==> config.mk <==
export PLATFORM = sky130hd
export DESIGN_NAME = ltssm_sequencer
export DESIGN_NICKNAME = d
export VERILOG_FILES = /design/src/rtl/ltssm_pkg.sv /design/src/rtl/ltssm_finish_collect.sv /design/src/rtl/ltssm_sequencer.sv
export SDC_FILE = /design/constraint.sdc
export NUM_CORES = 1
export LEC_CHECK = 0
export ABC_AREA = 1
export ABC_CLOCK_PERIOD_IN_PS = 2400
export CAP_MARGIN = 15
export CORE_MARGIN = 2
export CORE_UTILIZATION = 55
export DETAILED_ROUTE_END_ITERATION = 10
export PLACE_DENSITY = 0.84
export SYNTH_ARGS = -nofsm -noshare
export SYNTH_HDL_FRONTEND = slang
export SYNTH_SLANG_ARGS = --single-unit
==> constraint.sdc <==
create_clock -name clk -period 2.4 [get_ports clk]
set_input_delay 0.24 -clock clk [delete_from_list [all_inputs] [get_ports clk]]
set_output_delay 0.24 -clock clk [all_outputs]
set_load 0.03 [all_outputs]
==> src/rtl/ltssm_pkg.sv <==
// rtl/ltssm_pkg.sv - shared LTSSM substate codes, LPIF status codes and sequencer state encoding
// Purpose: single source of the substate numbering used by the sequencer and the RX/TX LTSSMs.
// Ports: none (package).
package ltssm_pkg;

  // Substate codes in LTSSM order; PARK is the "no request" code shown between requests.
  localparam logic [3:0] detectQuiet          = 4'd0;
  localparam logic [3:0] detectActive         = 4'd1;
  localparam logic [3:0] pollingActive        = 4'd2;
  localparam logic [3:0] pollingConfiguration = 4'd3;
  localparam logic [3:0] configLinkwidthStart = 4'd4;
  localparam logic [3:0] configLinkwidthAccept= 4'd5;
  localparam logic [3:0] configLanenumWait    = 4'd6;
  localparam logic [3:0] configLanenumAccept  = 4'd7;
  localparam logic [3:0] configComplete       = 4'd8;
  localparam logic [3:0] configIdle           = 4'd9;
  localparam logic [3:0] L0                   = 4'd10;
  localparam logic [3:0] PARK                 = 4'hF;

  // LPIF link status codes.
  localparam logic [3:0] lpifReset     = 4'h0;
  localparam logic [3:0] lpifActive    = 4'h1;
  localparam logic [3:0] lpifLinkError = 4'hA;
  localparam logic [3:0] lpifRetrain   = 4'hB;

  // Sequencer states. HOLD_ERR is only reachable with LTSSM_FAIL_LIMIT_EN.
  typedef enum logic [1:0] {
    PARK_S   = 2'd0,
    RUN_S    = 2'd1,
    HOLD_ERR = 2'd2
  } seqState_t;

endpackage

==> src/rtl/ltssm_finish_collect.sv <==
// rtl/ltssm_finish_collect.sv - sticky RX/TX finish collector with exitTo agreement check
// Purpose: remembers the first finish/exitTo of each side until cleared and judges the pair.
// Ports:
//   clk, reset            clock, asynchronous active-low reset
//   clear                 drop and forget finishes (held while the sequencer is not running)
//   rxFinish, rxExitTo    RX handshake
//   txFinish, txExitTo    TX handshake
//   cur                   substate currently requested
//   bothDone              both sides have finished (including finishes arriving this cycle)
//   agree                 both captured exitTo values are equal
//   nextOk                RX exitTo is the successor of cur and cur is below L0
module ltssm_finish_collect
  import ltssm_pkg::*;
(
  input  logic       clk,
  input  logic       reset,
  input  logic       clear,
  input  logic       rxFinish,
  input  logic [3:0] rxExitTo,
  input  logic       txFinish,
  input  logic [3:0] txExitTo,
  input  logic [3:0] cur,
  output logic       bothDone,
  output logic       agree,
  output logic       nextOk
);

  logic       rxDone, txDone;
  logic [3:0] rxExitQ, txExitQ;
  logic       rxSeen, txSeen;
  logic [3:0] rxExit, txExit;

  // First finish per side wins; later pulses are ignored until clear.
  always_ff @(posedge clk or negedge reset) begin
    if (!reset) begin
      rxDone  <= 1'b0;
      txDone  <= 1'b0;
      rxExitQ <= detectQuiet;
      txExitQ <= detectQuiet;
    end else if (clear) begin
      rxDone <= 1'b0;
      txDone <= 1'b0;
    end else begin
      if (rxFinish && !rxDone) begin
        rxDone  <= 1'b1;
        rxExitQ <= rxExitTo;
      end
      if (txFinish && !txDone) begin
        txDone  <= 1'b1;
        txExitQ <= txExitTo;
      end
    end
  end

  // Merge this cycle's pulse so the decision lands on the edge sampling the later finish.
  always_comb begin
    rxSeen   = rxDone | (rxFinish & ~clear);
    txSeen   = txDone | (txFinish & ~clear);
    rxExit   = rxDone ? rxExitQ : rxExitTo;
    txExit   = txDone ? txExitQ : txExitTo;
    bothDone = rxSeen & txSeen;
    agree    = (rxExit == txExit);
    nextOk   = (cur < L0) && (rxExit == cur + 4'd1);
  end

endmodule

==> src/rtl/ltssm_sequencer.sv <==
// rtl/ltssm_sequencer.sv - top-level LTSSM sequencer driving the shared substate to RX/TX LTSSMs
// Purpose: steps the link through substates when RX and TX agree, parks between requests,
//   falls back to detectQuiet on failure or retrain, latches lane count, reports LPIF status.
// Optional feature macro: LTSSM_FAIL_LIMIT_EN (consecutive-failure limit and HOLD_ERR state).
// Ports:
//   clk, reset                 clock, asynchronous active-low reset
//   rxFinish, rxExitTo         RX LTSSM handshake
//   txFinish, txExitTo         TX LTSSM handshake
//   detectedLanesIn            lane count from receiver detect
//   forceDetect                level retrain request
//   substate                   requested substate (PARK between requests)
//   numberOfDetectedLanes      latched, saturated lane count
//   linkUp                     high while substate is L0
//   lpifStatus                 LPIF state code
module ltssm_sequencer
  import ltssm_pkg::*;
#(
  parameter int MAXLANES = 16
`ifdef LTSSM_FAIL_LIMIT_EN
  , parameter int MAX_FAILS = 4
`endif
) (
  input  logic       clk,
  input  logic       reset,
  input  logic       rxFinish,
  input  logic [3:0] rxExitTo,
  input  logic       txFinish,
  input  logic [3:0] txExitTo,
  input  logic [4:0] detectedLanesIn,
  input  logic       forceDetect,
  output logic [3:0] substate,
  output logic [4:0] numberOfDetectedLanes,
  output logic       linkUp,
  output logic [3:0] lpifStatus
);

  seqState_t  state, stateNext;
  logic [3:0] target, targetNext;
  logic       retrain, retrainNext;
  logic [4:0] lanesNext, lanesSat;
  logic [3:0] substateNext, lpifNext;
  logic       linkUpNext;
  logic       bothDone, agree, nextOk;
`ifdef LTSSM_FAIL_LIMIT_EN
  logic [2:0] failCnt, failNext;
`endif

  ltssm_finish_collect uCollect (
    .clk      (clk),
    .reset    (reset),
    .clear    (state != RUN_S),
    .rxFinish (rxFinish),
    .rxExitTo (rxExitTo),
    .txFinish (txFinish),
    .txExitTo (txExitTo),
    .cur      (target),
    .bothDone (bothDone),
    .agree    (agree),
    .nextOk   (nextOk)
  );

  assign lanesSat = (int'(detectedLanesIn) > MAXLANES) ? 5'(MAXLANES) : detectedLanesIn;

  // State and output registers. Outputs are decoded from the current state, so they
  // trail the internal state by one edge (PARK shows one cycle after the decision).
  always_ff @(posedge clk or negedge reset) begin
    if (!reset) begin
      state                 <= PARK_S;
      target                <= detectQuiet;
      retrain               <= 1'b0;
      numberOfDetectedLanes <= 5'd0;
      substate              <= PARK;
      linkUp                <= 1'b0;
      lpifStatus            <= lpifReset;
`ifdef LTSSM_FAIL_LIMIT_EN
      failCnt               <= 3'd0;
`endif
    end else begin
      state                 <= stateNext;
      target                <= targetNext;
      retrain               <= retrainNext;
      numberOfDetectedLanes <= lanesNext;
      substate              <= substateNext;
      linkUp                <= linkUpNext;
      lpifStatus            <= lpifNext;
`ifdef LTSSM_FAIL_LIMIT_EN
      failCnt               <= failNext;
`endif
    end
  end

  // Next-state logic. forceDetect is checked before any decision so it wins ties.
  always_comb begin
    stateNext   = state;
    targetNext  = target;
    retrainNext = retrain;
    lanesNext   = numberOfDetectedLanes;
`ifdef LTSSM_FAIL_LIMIT_EN
    failNext    = failCnt;
`endif
    case (state)
      PARK_S: stateNext = RUN_S;
      RUN_S: begin
        if (forceDetect) begin
          stateNext  = PARK_S;
          targetNext = detectQuiet;
          if (target == L0) retrainNext = 1'b1;
        end else if (target == L0) begin
          retrainNext = 1'b0;
        end else if (bothDone) begin
          stateNext = PARK_S;
          if (agree && nextOk) begin
            targetNext = target + 4'd1;
            if (target == detectActive) lanesNext = lanesSat;
`ifdef LTSSM_FAIL_LIMIT_EN
            failNext = 3'd0;
`endif
          end else begin
            targetNext = detectQuiet;
`ifdef LTSSM_FAIL_LIMIT_EN
            failNext = (failCnt == 3'd7) ? failCnt : failCnt + 3'd1;
            if (int'(failNext) >= MAX_FAILS) stateNext = HOLD_ERR;
`endif
          end
        end
      end
      HOLD_ERR: begin
        if (forceDetect) begin
          stateNext  = PARK_S;
          targetNext = detectQuiet;
`ifdef LTSSM_FAIL_LIMIT_EN
          failNext   = 3'd0;
`endif
        end
      end
      default: stateNext = PARK_S;
    endcase
  end

  // Output decode.
  always_comb begin
    substateNext = (state == RUN_S) ? target : PARK;
    linkUpNext   = (state == RUN_S) && (target == L0);
    if (state == HOLD_ERR)  lpifNext = lpifLinkError;
    else if (linkUpNext)    lpifNext = lpifActive;
    else if (retrain)       lpifNext = lpifRetrain;
    else                    lpifNext = lpifReset;
  end

endmodule

* Yosys cells after proc, flatten, opt, wreduce, memory -nomap -nowiden
Index checks and enable logic that the tools add are counted.
** Operators by class
- Add/subtract/negate cells :: 1
- Magnitude comparators :: 2
- Equal/unequal tests :: 10
- Mux-type cells :: 25
- Bitwise logic cells :: 8
- Reductions and logical operators :: 17
** Operators by type and width (count)
- two-way mux 4 bit :: 11
- == test 4 bit :: 2
- two-way mux 2 bit :: 4
- one-hot mux 4 bit (2 select lines) :: 1
- two-way mux 1 bit :: 7
- != test 3 bit, second input constant :: 2
- one-hot mux 2 bit (3 select lines) :: 1
- AND reduction 2 bit :: 3
- AND reduction 6 bit :: 1
- nonzero test 2 bit :: 3
- greater-than comparator 5 bit, second input constant :: 1
- logical AND 1 bit :: 5
- two-way mux 5 bit :: 1
- adder 4 x 1 -> 4 bit, second input constant :: 1
- == test 4 x 1 -> 1 bit, second input constant :: 1
- == test 4 bit, second input constant :: 1
- < comparator 4 bit, second input constant :: 1
- AND reduction 4 bit :: 1
- bitwise AND 1 bit :: 3
- inverter 1 bit :: 3
- AND reduction 3 bit :: 1
- == test 2 x 1 -> 1 bit, second input constant :: 1
- == test 2 bit, second input constant :: 1
- logical NOT 1 bit :: 2
- other kinds (4) :: 5
** Word-level totals
- Register bits :: 31

* Longest topological paths before layout
- Depth after elaboration :: 9
- Mapped depth :: 12

* Modules after synthesis
A second synthesis with hierarchy kept.
** Second synthesis, totals
- Cell total of the unflattened synthesis :: 212
- Area, all modules :: 1616.6 um2
** By module, submodules not included
- ltssm_sequencer :: times used 1, cells each 96, area each 843.3 um2
- ltssm_finish_collect :: times used 1, cells each 116, area each 773.2 um2

* Worst setup path after synthesis
No wires, ideal clock.
- Path kind :: reg2reg
- From :: register target[0]
- To :: register numberOfDetectedLanes[0]
- Library setup time :: 0.118 ns
- Arrival :: 1.459 ns
- Setup slack :: 0.824 ns
- Stages on the path, launching flop included :: 11
- Path buffers :: 0
- Clock period less this slack :: 1.576 ns
- Path through :: dfrtp_1 > inv_1 > ha_1 > nand2_1 > nand2_1 > nor2_2 > nand2_2 > nor2_8 > nand3_4 > nand2_1 > nand2_1
** On the way
- Word-level cells in the longest chain between the ends :: 5
** Ends and longest elaborated chain
- start, declared :: line ltssm_sequencer.sv:38 : logic [3:0] target, targetNext;
- start signal, assigned :: line ltssm_sequencer.sv:69 : target <= detectQuiet;
- start signal, assigned :: line ltssm_sequencer.sv:80 : target <= targetNext;
- adder 4 x 1 -> 4 bit :: line ltssm_finish_collect.sv:63 : nextOk = (cur < L0) && (rxExit == cur + 4'd1);
- == test 4 bit :: line ltssm_finish_collect.sv:63
- logical AND 1 bit :: line ltssm_finish_collect.sv:63
- logical AND 1 bit :: line ltssm_sequencer.sv:112 : if (agree && nextOk) begin
- AND reduction 6 bit (no source line) *
- end signal, assigned :: line ltssm_sequencer.sv:82 : numberOfDetectedLanes <= lanesNext;
- end, declared :: line ltssm_sequencer.sv:32 : output logic [4:0] numberOfDetectedLanes,
Mark *: on every way between the ends. The rest lies on a longest branch, timed or not.
A chain may end at the register's enable or synchronous reset.

* Worst setup path after layout
- From :: register target[0]
- To :: register numberOfDetectedLanes[1]
The elaborated chain is that of the path after synthesis.

==> flow_metrics.tcl <==
set metrics [dict create \
    finalSetupTns_ns 0 \
    hold_buffers 0 \
    first_global_vias 1287 \
    final_antenna_net_count 0 \
    path_clk_slew_ns 0.15 \
    clock_latency_ns 0.33 \
    wirelength_mm 3.24 \
    total_power_w 0.00180 \
    skew_ns 0.00851 \
    antenna_found_initial 0 \
    gr-usage-all-layers_pct 21.2 \
    rows 19 \
    path_class "flop to flop" \
    yosysSeqAreaShare_pct 42.9 \
    start_util_pct 58.6 \
    cap_violations 0 \
    syn-instance-count 210 \
    fin_crit_sh_pct 75.4 \
    die_w_um 58.7 \
    slew_viol_final 0 \
    area_delta_synth_final_pct 20.3 \
    synthArstFlopShare_pct 100 \
    io_pins 32 \
    yosysUniqueCellTypes 28 \
    post_cts_buffers 0 \
    hold_class "input port to async pin" \
    cts_sinks 28 \
    ctsResizeCount 0 \
    leakagePower_nw 1.05 \
    routedWlPerCell_um 12.0 \
    root_buffer "clkbuf_4" \
    h-tree-depth 1 \
    hold_viol 0 \
    avgSynthCellArea_um2 7.83 \
    cts_made_buffers 3 \
    synth_ff_type "dfrtp_1" \
    holdWs_ns 0.256 \
    r2r_cells 10 \
    drc 0 \
    outcome "completed" \
    ys_ff_latch 28 \
    fin_crit_ns 1.81 \
    clock_path_buffers 2 \
    vdd_drop_max_v 0.000621 \
    syn_nets 231 \
    die_h_um 58.7 \
    drt-met1-wl_mm 1.48 \
    endpoint_kind "flop" \
    dieArea_um2 3440 \
    syn_area_um2 1640 \
    routed.top_layer "met4" \
    max_freq_mhz 552 \
    final_cell_mix "nand2_1, clkdlybuf4s50_1, inv_1" \
    crit_fanout 10 \
    place_congestion 0.856 \
    dr.pass1.iters 4 \
    first_iter_violations 51 \
    finalNetCount 262 \
    synth_edf_count 0 \
    diodes 0 \
    stdcell_area_um2 1980 \
    vias 1372 \
    dp_hpwl_mm 2.35 \
    wl_met3_um 189 \
    rsz0062_at_grt "false" \
    avgViaCountPerCell 5.06 \
    arrival_ns 2.05 \
    grt_pass1_wl_mm 5.60 \
    cp-start-kind "flop" \
    post_dp_cell_area_um2 1940 \
    layout_commonest_cell "nand2_1" \
    drive_above_1_share_pct 14.2 \
    grt_max_degree 29 \
    met2_length_mm 1.52 \
    crit_required_ns 2.64 \
    io_buffers 30 \
    yosysWarningCount 0 \
    design.core.area_um2 2810 \
    power_density_nw_per_um2 911 \
    setup_viol_count_final 0 \
    overflow 0 \
    cts_tree "yes" \
]
## per-stage QoR
stage | util, % | setup slack, ns | cells
after CTS | 70.5 | 0.619 | 271
after detailed placement | 69.2 | 0.650 | 267
final | 70.5 | 0.590 | 271
after global routing | 70.5 | 0.418 | 271
after global placement | 69.2 | 0.692 | 267
after floorplan | - | 0.824 | 210
## final timing paths
path | start | to | slack, ns
worst min-delay path | reset | uCollect.rxExitQ[1] | 0.26
worst max-delay path | target[0] | numberOfDetectedLanes[1] | 0.59
max in group asynchronous | reset | substate[0] | 1.84
worst max register to register | target[0] | numberOfDetectedLanes[1] | 0.59
worst min register to register | numberOfDetectedLanes[1] | numberOfDetectedLanes[1] | 0.50
min in group clk | rxExitTo[0] | uCollect.rxExitQ[0] | 0.47
## sequential cells by signal, indices dropped and copies added (netlist names)
register	cells
linkUp	1
lpifStatus	2
numberOfDetectedLanes	5
retrain	1
state	1
substate	4
target	4
uCollect.rxDone	1
uCollect.rxExitQ	4
uCollect.txDone	1
uCollect.txExitQ	4
## cell type report
cell class | count | area (um2)
repair buffers | 31 | 308
inverters | 34 | 140
multi-input cells | 143 | 749
fillers | 228 | 827
flip-flops and latches | 28 | 706
well taps | 31 | 38.8
clock buffers | 4 | 36.3
## power by group
group	total, W	internal [W]	switching [W]	leakage (nW)
clock network	0.000230	0.0000930	0.000137	0.0210
registers	0.000748	0.000615	0.000133	0.358
logic	0.000825	0.000298	0.000527	0.675
total	0.00180	0.00101	0.000797	1.05
## cell usage after synthesis (2+ instances only)
master   count  area share [%]
inv_6        2             1.1
dfstp_2      4             6.4
dfrtp_1     24              37
buf_4        2            0.91
a21oi_1      4             1.2
inv_2        2            0.46
inv_1       29             6.6
nand2_2     10             3.8
nand3_4      3             3.2
o21ai_0      8             2.4
ha_1         3             2.3
nor2_1      10             2.3
nand4_1     10             3.8
nand2_1     79              18
buf_6        3             2.1
nand3_1      5             1.5
## per-layer routing
layer  up-vias  global-route usage [%]
li1        701                       -
met1       626                    29.5
met2        39                    33.9
met3         6                    5.05
met4         0                    4.87
met5         -                       0
## cell families (layout without fill, tap and decap cells)
family / count (synthesis) / count (layout) / synth area share, %
compound gates: 16 / 16 / 5.94
simple gates: 121 / 121 / 35.9
buf+inv: 39 / 69 / 11.5
other cells: 1 / 1 / 0.228
flops: 28 / 28 / 42.9
fa+ha+maj: 3 / 3 / 2.28
mux: 1 / 1 / 0.685
xor+xnor: 1 / 1 / 0.533
## critical path: stages (launching register included)
cell     delay, ns
dfrtp_1       0.49
inv_1         0.12
ha_1          0.34
nand2_1       0.08
nand2_1       0.06
nor2_2        0.12
nand2_2       0.09
nor2_8        0.17
nand3_4       0.11
nand2_1       0.07
nand2_1       0.04
Note: power is estimated with default switching activity, not from simulation.
==> RTL edit 1: new RTL, config.mk and constraints unchanged <==
The option `LTSSM_FAIL_LIMIT_EN` is turned on by a define.
--- a/src/rtl/ltssm_sequencer.sv
+++ b/src/rtl/ltssm_sequencer.sv
@@ -13,4 +13,6 @@
 //   linkUp                     high while substate is L0
 //   lpifStatus                 LPIF state code
+`define LTSSM_FAIL_LIMIT_EN
+
 module ltssm_sequencer
   import ltssm_pkg::*;
Function: changed (Yosys sat finds a counterexample within 10 cycles, from zero or initial values and one cycle with reset low).
==> RTL edit 1 against the original RTL <==
Cell area rose by 15%; first-iteration DRC count rose by 140%; sequential cell count rose by 4; sequential power rose by 13%; largest cell class unchanged; highest routed layer unchanged; wire length rose by 17%; synthesized area rose by 14%; power rose by 28%; worst setup slack got worse by 120 ps; fmax fell by 6.3%; critical path depth rose by 1.
==> RTL edit 1: results (changes against the original RTL) <==
| Metric | Value |
|---|---|
| Status | `finished, final reports clean (unchanged)` |
| Psw | `1.01 mW (was 0.797 mW)` |
| Layout cells sized above 1 | `10.6% (was 14.2%)` |
| Htree depth | `2 (was 1)` |
| Cell internal pwr | `1.30 mW (was 1.01 mW)` |
| CTS clk-pin slew, worst paths | `100 ps (was 150 ps)` |
| Vias in the first global route | `1570 (was 1287)` |
| Worst vdd ir | `0.499 mV (was 0.621 mV)` |
| Cells on worst reg2reg path | `11 (was 10)` |
| Hold WS | `283 ps (was 256 ps)` |
| DP HPWL | `2.89 mm (was 2.35 mm)` |
| Worst r2r dst | `numberOfDetectedLanes[2] (was numberOfDetectedLanes[1])` |
| Synth unique cells | `25 (was 28)` |
| Leak Pwr | `1.22 nW (was 1.05 nW)` |
| CTS Buf Count | `5 (was 3)` |
| Seq pwr | `0.847 mW (was 0.748 mW)` |
| Cells after Synth | `258 (was 210)` |
| GP Congestion | `0.830 (was 0.856)` |
| Comb group | `1.06 mW (was 0.825 mW)` |
| Total routed wirelength | `3.79 mm (was 3.24 mm)` |
| Post-synthesis mux area share | `0.600% (was 0.685%)` |
| Max FO, Critical Path | `11 (was 10)` |
| Global-route wire length before repair | `6.87 mm (was 5.60 mm)` |
| Filler cells | `276 (was 228)` |
| DR pass1 iterations | `5 (was 4)` |
| Detailed Route Iter0 Violations | `123 (was 51)` |
| Routed vias | `1659 (was 1372)` |
| Placed Area | `0.00220 sq mm (was 0.00194 sq mm)` |
| Util after Layout | `68.7% (was 70.5%)` |
| Top cells by count, synth | `nand2_1 (111), inv_1 (29), dfrtp_1 (28), nand3_1 (14) (was nand2_1 (79), inv_1 (29), dfrtp_1 (24))` |
| Skew final | `6.22 ps (was 8.51 ps)` |
| Top post-synthesis cells by area | `dfrtp_1 (37%), nand2_1 (22%), inv_1 (5.8%) (was dfrtp_1 (37%), nand2_1 (18%), inv_1 (6.6%))` |
| Syn nets | `280 (was 231)` |
| Worst EP arrival | `2180 ps (was 2050 ps)` |
| Final worst setup slack | `467 ps (was 590 ps)` |
| Synth Area in XOR/XNOR | `0.467% (was 0.533%)` |
| Finished Layout Cells | `338 (was 271)` |
| Layout Nets | `313 (was 262)` |
[RTL edit 1: per-layer routing]
metal / up-vias / part of all wire (%) / global-route usage, % / wire length (microns)
met5: - / 0 / 0 / 0
met4: 0 / 2.4 / 10.8 / 91
met3: 7 / 6.6 / 4.14 / 250
met2: 50 / 47 / 34.8 / 1790
met1: 734 / 44 / 29.9 / 1660
li1: 868 / - / - / -
[RTL edit 1: worst max-delay path: stages, from the launching register on]
cell and delay (ps):
dfrtp_1 480, inv_1 110, ha_1 330, inv_1 50, nand3_1 70, nand2_1 50
nor2_1 110, nand2_1 90, nor2_4 240, nand3_2 170, nand2_1 100, nand2_1 40
[RTL edit 1: cell type report]
class / instances / area share [%]
Tap cell: 46 / 2.53
Clock buffer: 6 / 1.82
Clock inverter: 2 / 1.54
Timing Repair Buffer: 31 / 13.5
Sequential cell: 32 / 35.4
Inverter: 35 / 5.89
Multi-Input combinational cell: 186 / 39.2
==> RTL edit 2: new RTL, same flow settings <==
Without the edit above. The 3 states of `seqState_t` get a one-hot encoding in 3 bits.
--- a/src/rtl/ltssm_pkg.sv
+++ b/src/rtl/ltssm_pkg.sv
@@ -25,8 +25,8 @@
 
   // Sequencer states. HOLD_ERR is only reachable with LTSSM_FAIL_LIMIT_EN.
-  typedef enum logic [1:0] {
-    PARK_S   = 2'd0,
-    RUN_S    = 2'd1,
-    HOLD_ERR = 2'd2
+  typedef enum logic [2:0] {
+    PARK_S   = 3'b001,
+    RUN_S    = 3'b010,
+    HOLD_ERR = 3'b100
   } seqState_t;
 
Function: no difference found for any inputs over 10 cycles, from zero or initial values and one cycle with reset low; not proved beyond that.
==> RTL edit 2 against the original RTL <==
Power shrank 13%; wire length shrank 0.37%; sequential cell count grew 1; worst setup slack lost 68 ps; cell area grew 3.4%; clock skew shrank 2.0 ps; combinational power shrank 28%; fmax shrank 3.6%; synthesized area grew 2.1%; largest cell class unchanged.
==> RTL edit 2: results (changes against the original RTL) <==
| Metric | Value |
|---|---|
| Status | `finished, final reports clean (unchanged)` |
| Crit-path max cell delay | `500 ps` |
| CTS Buf Count | `5 (was 3)` |
| DR pass1 iterations | `4 (unchanged)` |
| Worst skew pair latency | `310 ps (was 330 ps)` |
| Routed wl met2 | `1.47 mm (was 1.52 mm)` |
| Detailed Route Iter0 Violations | `75 (was 51)` |
| Wire per inst | `10.8 microns (was 12.0 microns)` |
| Leak Pwr | `1.07 nW (was 1.05 nW)` |
| N_diodes | `0 (unchanged)` |
| Max layer used | `met4 (unchanged)` |
| Clock root buffer | `clkbuf_4 (unchanged)` |
| GP Congestion | `0.875 (was 0.856)` |
| Layout Nets | `287 (was 262)` |
| Max reg flops | `5 (unchanged)` |
| Sequential share of the synthesized area | `43.6% (was 42.9%)` |
| Ys Warns | `0 (unchanged)` |
| Syn nets | `254 (was 231)` |
| Top post-synthesis cells by area | `dfrtp_1 (36%), nand2_1 (22%), dfstp_2 (7.8%) (was dfrtp_1 (37%), nand2_1 (18%), inv_1 (6.6%))` |
| Worst vdd ir | `0.505 mV (was 0.621 mV)` |
| Routed met3 length | `172 microns (was 189 microns)` |
| Top cells by count, synth | `nand2_1 (97), inv_1 (31), dfrtp_1 (24), nand3_1 (14) (was nand2_1 (79), inv_1 (29), dfrtp_1 (24))` |
| DRC violations left | `0 (unchanged)` |
| Initial antenna violation count | `0 (unchanged)` |
| Slowest cell on the critical path | `dfrtp_1 (unchanged)` |
| Setup repair bufs after CTS | `0 (unchanged)` |
| Max FO, Critical Path | `8 (was 10)` |
| Largest net degree at the start of global routing | `18 (was 29)` |
| Clock Path Buffers | `2 (unchanged)` |
| DP HPWL | `2.57 mm (was 2.35 mm)` |
| Slew HR | `59.9%` |
| Most flops, register | `numberOfDetectedLanes (unchanged)` |
| GRT Total Usage | `21.4% (was 21.2%)` |
| Skew final | `6.48 ps (was 8.51 ps)` |
| Htree depth | `2 (was 1)` |
| Top Family by Delay on Critical Path | `simple AND/OR/NAND/NOR gates (unchanged)` |
| Class of the worst hold path | `primary input to asynchronous set/reset pin (unchanged)` |
| CTS clk-pin slew, worst paths | `80 ps (was 150 ps)` |
| Slew Viols, Final | `0 (unchanged)` |
| Post-synthesis async set-or-reset flop share | `100% (unchanged)` |
| Layout cells sized above 1 | `11.2% (was 14.2%)` |
| PortBufs | `30 (unchanged)` |
| Synth unique cells | `25 (was 28)` |
| Vias in the first global route | `1337 (was 1287)` |
| Routed vias | `1514 (was 1372)` |
| Metal-1 WL | `1.51 mm (was 1.48 mm)` |
| Worst EP arrival | `2090 ps (was 2050 ps)` |
| Post-synth top flop | `dfrtp_1 (unchanged)` |
| Post-CTS Resized | `0 (unchanged)` |
| Global-route wire length before repair | `5.70 mm (was 5.60 mm)` |
## RTL edit 2: logic make-up after synthesis
group | synth area share (%)
buf+inv | 10.1
other cells | 0.223
mux | 0.671
flops | 43.6
compound gates | 4.62
fa+ha+maj | 2.24
simple gates | 38.5
## RTL edit 2: through the flow
stage	cell area [sq um]	std cells	total power, mW	setup WS, ps
2_1_floorplan	1680	233	1.14	776
3_3_place_gp	2000	292	1.29	573
3_5_place_dp	2000	292	1.31	537
4_1_cts	2040	300	1.58	515
5_1_grt	2040	300	1.69	299
6_report	2040	300	1.57	522
## RTL edit 2: layout make-up
class                      count  area [sq um]
inverter                      36           138
sequential                    29           732
timing repair buffer          31           308
tap                           33          41.3
clock buffer                   8          48.8
multi-input combinational    163           777
fill                         248           933
## RTL edit 2: final timing paths
kind                                          startpoint                       end  slack [ps]  cells past startpoint
worst min-delay path                               reset       uCollect.rxExitQ[3]         270                      1
min in group clk                numberOfDetectedLanes[3]  numberOfDetectedLanes[3]         470                      2
max in group asynchronous                          reset             lpifStatus[0]        1520                      2
worst max register to register                 target[0]  numberOfDetectedLanes[4]         520                     11
worst min register to register  numberOfDetectedLanes[3]  numberOfDetectedLanes[3]         470                      2
worst max-delay path                           target[0]  numberOfDetectedLanes[4]         520                     11
## RTL edit 2: layer usage
metal	track usage (%)	vias to the layer above
met1	29.5	678
li1	-	789
met5	0	-
met2	32.8	38
met4	9.09	0
met3	4.37	9
## RTL edit 2: power breakdown
part	internal, mW	switching, mW	total (mW)
logic	0.211	0.382	0.593
registers	0.628	0.0794	0.707
clock network	0.116	0.149	0.265
